File: src/rtl/mult_seq_32bit.sv
// mult_seq_32bit: unsigned shift-add multiplier, one product per WIDTH iterations via start/busy/done.
module mult_seq_32bit #(
  parameter int WIDTH = 32
) (
  input  logic                 clk,
  input  logic                 rst_n,
  input  logic                 start,
  input  logic [WIDTH-1:0]     a,
  input  logic [WIDTH-1:0]     b,
  output logic                 busy,
  output logic                 done,
  output logic [2*WIDTH-1:0]   product
);
  localparam int CW = $clog2(WIDTH + 1);
  typedef enum logic [1:0] {IDLE = 2'b00, RUN = 2'b01, DONE = 2'b10} state_t;
  state_t               state_q, state_d;
  logic [CW-1:0]        cnt_q, cnt_d;
  logic [WIDTH-1:0]     mcand_q, mcand_d;
  logic [WIDTH-1:0]     hi_q, hi_d;
  logic [WIDTH-1:0]     lo_q, lo_d;
  logic [2*WIDTH-1:0]   product_q, product_d;
  logic [WIDTH:0]       sum;
  logic                 accept, run, last;
  always_ff @(posedge clk) begin
    if (!rst_n) begin
      state_q   <= IDLE;
      cnt_q     <= '0;
      mcand_q   <= '0;
      hi_q      <= '0;
      lo_q      <= '0;
      product_q <= '0;
    end else begin
      state_q   <= state_d;
      cnt_q     <= cnt_d;
      mcand_q   <= mcand_d;
      hi_q      <= hi_d;
      lo_q      <= lo_d;
      product_q <= product_d;
    end
  end
  always_comb begin
    state_d = (state_q == IDLE) ? (start ? RUN : IDLE) :
              (state_q == RUN)  ? (last ? DONE : RUN) : IDLE;
  end
  // carry lands in hi's MSB after the shift, so it never needs its own flop
  always_comb begin
    accept    = (state_q == IDLE) && start;
    run       = (state_q == RUN);
    last      = (cnt_q == CW'(1));
    sum       = lo_q[0] ? ({1'b0, hi_q} + {1'b0, mcand_q}) : {1'b0, hi_q};
    mcand_d   = accept ? a : mcand_q;
    hi_d      = accept ? '0 : run ? sum[WIDTH:1] : hi_q;
    lo_d      = accept ? b  : run ? {sum[0], lo_q[WIDTH-1:1]} : lo_q;
    cnt_d     = accept ? CW'(WIDTH) : run ? cnt_q - CW'(1) : cnt_q;
    product_d = (run && last) ? {sum[WIDTH:1], sum[0], lo_q[WIDTH-1:1]} : product_q;
  end
  always_comb begin
    busy    = (state_q == RUN);
    done    = (state_q == DONE);
    product = product_q;
  end
endmodule

File: config.mk
export PLATFORM = sky130hd
export DESIGN_NAME = mult_seq_32bit
export DESIGN_NICKNAME = d
export VERILOG_FILES = /design/src/rtl/mult_seq_32bit.sv
export SDC_FILE = /design/constraint.sdc
export NUM_CORES = 1
export LEC_CHECK = 0
export CORE_MARGIN = 3
export CORE_UTILIZATION = 50
export CTS_BUF_LIST = sky130_fd_sc_hd__clkbuf_4
export DETAILED_ROUTE_END_ITERATION = 6
export GPL_ROUTABILITY_DRIVEN = 0
export PLACE_DENSITY = 0.8
export SETUP_SLACK_MARGIN = 0.15
export SYNTH_ARGS = -nofsm -noshare
export SYNTH_HDL_FRONTEND = slang
export SYNTH_SLANG_ARGS = --single-unit
File: constraint.sdc
create_clock -name clk -period 2.3 [get_ports clk]
set_input_delay 0.46 -clock clk [delete_from_list [all_inputs] [get_ports clk]]
set_output_delay 0.46 -clock clk [all_outputs]
set_load 0.02 [all_outputs]
======== Word level (Yosys, flattened, before mapping) ========
Cells that the tools add are included.
operators by class
  divide/modulo/power cells ............... 0
  reduce and logical (&&, ||, !) cells .... 5
  shift-type cells ........................ 0
  add/subtract/negate cells ............... 2
  bitwise operators ....................... 1
  mux-type cells .......................... 9
  magnitude comparators ................... 0
  $mul .................................... 0
  equality and inequality tests ........... 3
operators by type and width
  cell                   count
  $mux W32               2
  $add A32 B32 Y33       1
  $mux W33               1
  $mux W6                2
  $eq A6 B1 Y1 const B   1
  $mux W2                3
  $sub A6 B1 Y6 const B  1
  $eq A2 B1 Y1 const B   1
  $eq A2 B2 Y1 const B   1
  $logic_and A1 B1 Y1    2
  $logic_not A2 Y1       1
  $reduce_bool A2 Y1     1
  $reduce_or A2 Y1       1
  $mux W1                1
  $not A1 Y1             1
word-level totals
  RAM bits ................................ 0
  output and inout bits ................... 66
  memory bits (read-only) ................. 0
  bits in latches ......................... 0
  input port bits ......................... 67
  memories ................................ 0
  register bits after elaboration ......... 168
  logic and storage cells ................. 27

======== Longest topological paths before layout ========
  depth in word-level cells ............... 4
  gate-level depth with buffers ........... 10
  gate-level depth less buffers ........... 10

======== Worst setup path before layout ========
No wires, ideal clock.
  path type ............................... reg-to-reg
  start point ............................. register hi_q[7]
  end point ............................... register hi_q[30]
  setup time .............................. 0.074 ns
  required time ........................... 2.226 ns
  path buffers ............................ 0
  data arrival time ....................... 2.406 ns
  path slack .............................. -0.180 ns
  cell stages (with the launch flop) ...... 10
  clock period less this slack ............ 2.480 ns
  cell sequence ........................... dfxtp_1 ha_1 and3_1 a21boi_4 a2111oi_4 o31ai_2 a221oi_4 o41ai_2 mux2_4 a31oi_2
between the ends
  cells in the longest elaborated chain, start to end .. 2
ends and longest elaborated chain
  element                 RTL line  text
  start, declared         19        logic [WIDTH-1:0] hi_q, hi_d;
  start signal, assigned  36        hi_q <= hi_d;
  $add A32 B32 Y33        50        sum = lo_q[0] ? ({1'b0, hi_q} + {1'b0, mcand_q}) : {1'b0, hi_q};
  $mux W33                50
No other way between the ends.
A chain may end at the register's enable or synchronous reset.

======== Final worst setup path ========
  start point ............................. register mcand_q[11]
  end point ............................... register hi_q[30]
between the ends
  cells in the longest elaborated chain, start to end .. 2
ends and longest elaborated chain
  element                 RTL line  text
  start, declared         18        logic [WIDTH-1:0] mcand_q, mcand_d;
  start signal, assigned  35        mcand_q <= mcand_d;
  $add A32 B32 Y33        50
  $mux W33                50
No other way between the ends.

==> metrics.txt <==
WL per Instance 17.15 µm; vias per cell 5.839; CP arrival 3.14 ns; xor and xnor area share after synthesis 0.03035; nets 1294; failing checks negative setup slack; hold_ws 0.3848 ns; count leader, synth nand2_1; Hold Path Cell Cnt 3; skew final 0.02283 ns; core box area 15480 µm²; IO Count 133; CTS Buf Count 17; Clock Latency Late Sink 0.60 ns; final critical-path required period 2.592 ns; Synth Warn # 0; Final Cycle Share 1.127; CP Buf/Inv Count 0; Pre-antenna DRT Iters 5; filler cell count 1128; clock-pin slew on the worst setup and hold paths 0.15 ns; H-tree levels 4; post-synth top area share 0.4163; status finished, violations left; post-synthesis register bit count 168; # port buffers 132; syn_nets 1109; RSZ-0062 raised after global routing yes; worst-margin pin slew 0.5605 ns; total track usage 0.2605; worst setup path category reg -> reg; CP delay by family, top compound AO/OA/AOI/OAI gates; Worst VDD drop 0.3308 mV; post-synthesis mux area share 0.02726; main combinational cell family by area after synthesis compound AO/OA/AOI/OAI gates; TNS Setup -3.400 ns; CP peak stage delay 0.40 ns; area delta synth->final 37.17%; vias 8274; Rows 45; die width 133.1 µm; post-route ant nets 0; clk sink count 168; leading area contributor after synthesis dfxtp_1; # DRC 0; Initial Util 0.5218; critical path endpoint category register; hold_buf cts 0; cells along the critical path ha_1 > and4_4 > and3_1 > a211oi_2 > o31ai_4 > a221oi_4 > o41ai_2 > mux2_4 > a31oi_2; final-report max-slew violation count 0; initial antenna violation count 1; endpoints failing hold 0; largest net degree at the start of global routing 68; adder-cell area share of the yosys netlist 0.05513; post-synthesis simple-gate area fraction 0.1611; commonest cells in the netlist 179 x nand2_1, 168 x dfxtp_1, 149 x a21oi_1, 75 x o21ai_0, 68 x nor2_1; Worst EP required 2.84 ns; Synth Instances 1007; Slew headroom 0.6259; register area share after synthesis 0.4163; CP max stage cell a221oi_4; Die Span Y 133.1 µm; vias in the first global route 7877; R2R depth 9; first-pass GRT wire length 38280 µm; Max Cap Viol 0; Post-synth ARST share 0; CTS tree built; worst-path fanout max 5; Leak 4.183 nW; post-DP HPWL 16240 µm; Syn Std Cell Area 8079 µm²; Levels on crit path 9; Die ar. 17720 µm²; maximum root-to-sink buffer count 2; Worst Setup Slack, final -0.2923 ns; remaining global-route overflow 0; P per Cell Area 565.4 nW/µm²; HP Class in -> reg; Yosys cell types 61; setup violators final 31; share of cells above drive strength 1 0.2050; Post-Syn Area per Cell 8.023 µm²; Fmax 385.8 MHz; drt total wl 24310 µm; ranking of synthesized cells by area dfxtp_1 42%, a21oi_1 9.2%, nand2_1 8.3%, ha_1 5.3%, o21ai_0 4.6%; initial DRC count 690; CTS root buf clkbuf_4; number of enable flip-flop cells after synthesis 0; post-synthesis compound-gate area fraction 0.2702; Startpoint Class register; Post-synth top flop dfxtp_1
[final timing paths]
kind	to	slack, ns	startpoint
max	hi_q[30]	-0.29	mcand_q[11]
min	mcand_q[25]	0.38	a[25]
max reg2reg	hi_q[30]	-0.29	mcand_q[11]
min reg2reg	product[63]	0.46	product[63]
[layout by cell type (no fill, tap or decap), types with 11 or more instances in the layout]
cell type / synthesis / final
buf_4: 0 / 95
a211oi_1: 33 / 26
xnor2_1: 17 / 14
ha_4: 0 / 13
o21ai_0: 75 / 70
dfxtp_2: 0 / 17
clkbuf_4: 0 / 18
mux2i_1: 19 / 13
o22ai_1: 32 / 32
o21ai_1: 12 / 11
nor2_1: 68 / 64
nand2_1: 179 / 177
ha_1: 34 / 21
a21oi_1: 149 / 138
clkdlybuf4s50_1: 0 / 129
nor3_1: 12 / 11
dfxtp_1: 168 / 151
[stage by stage]
stage	setup slack [ns]	std cells	area, µm²	power [mW]	utilization
5_1_grt	-0.3603	1417	11080	6.533	0.7157
3_5_place_dp	-0.2809	1375	10230	4.455	0.6610
2_1_floorplan	-0.1391	1007	8174	3.959	-
4_1_cts	-0.3165	1410	10800	6.186	0.6973
3_3_place_gp	-0.2563	1375	10230	4.425	0.6610
6_report	-0.2923	1417	11080	6.266	0.7157
[kinds of logic (layout without fill, tap and decap cells)]
logic type	count (synthesis)	after routing
AOI/OAI and AO/OA	363	363
xor gates and xnor gates	28	28
muxes	21	21
adders and majority gates	35	35
buffers and inverters	84	282
DFF	168	168
and+or+nand+nor	308	308
other	0	1
[layer usage]
layer | track usage | routed length [µm] | vias to the layer above
met1 | 0.3472 | 10490 | 3920
met3 | 0.03965 | 1472 | 59
li1 | - | - | 3955
met2 | 0.4312 | 11690 | 340
met4 | 0.09429 | 655 | 0
met5 | 0 | 0 | -
[sequential cells by signal, summed over array words and instances (netlist names)]
register	cells
product	64
hi_q	32
lo_q	32
mcand_q	32
cnt_q	6
state_q	2
[power breakdown]
group,switching [mW],internal [mW]
clock,1.16,0.576
sequential,0.130,3.08
combinational,0.728,0.600
total,2.01,4.25
[layout make-up]
type                       instances  area [µm²]  share of cell area
inverter                          14       52.55            0.004742
clock buffer                      18       135.1             0.01219
tap                              211       264.0             0.02382
sequential                       168        3385              0.3054
multi-input combinational        755        4956              0.4472
clock inverter                    14       137.6             0.01242
antenna                            1       2.502           0.0002258
timing repair buffer             236        2150              0.1940
[repair_timing]
item,in CTS,in global routing
pin swaps,52,35
endpoints found under the setup margin,52,55
setup buffers,3,6
gates resized for setup,56,50
[worst reg2reg max path, stage by stage, from the launching register on]
cell	delay (ns)
dfxtp_2	0.35
ha_1	0.32
and4_4	0.22
and3_1	0.20
a211oi_2	0.32
o31ai_4	0.15
a221oi_4	0.40
o41ai_2	0.12
mux2_4	0.33
a31oi_2	0.15
(Power assumes the default switching activity.)
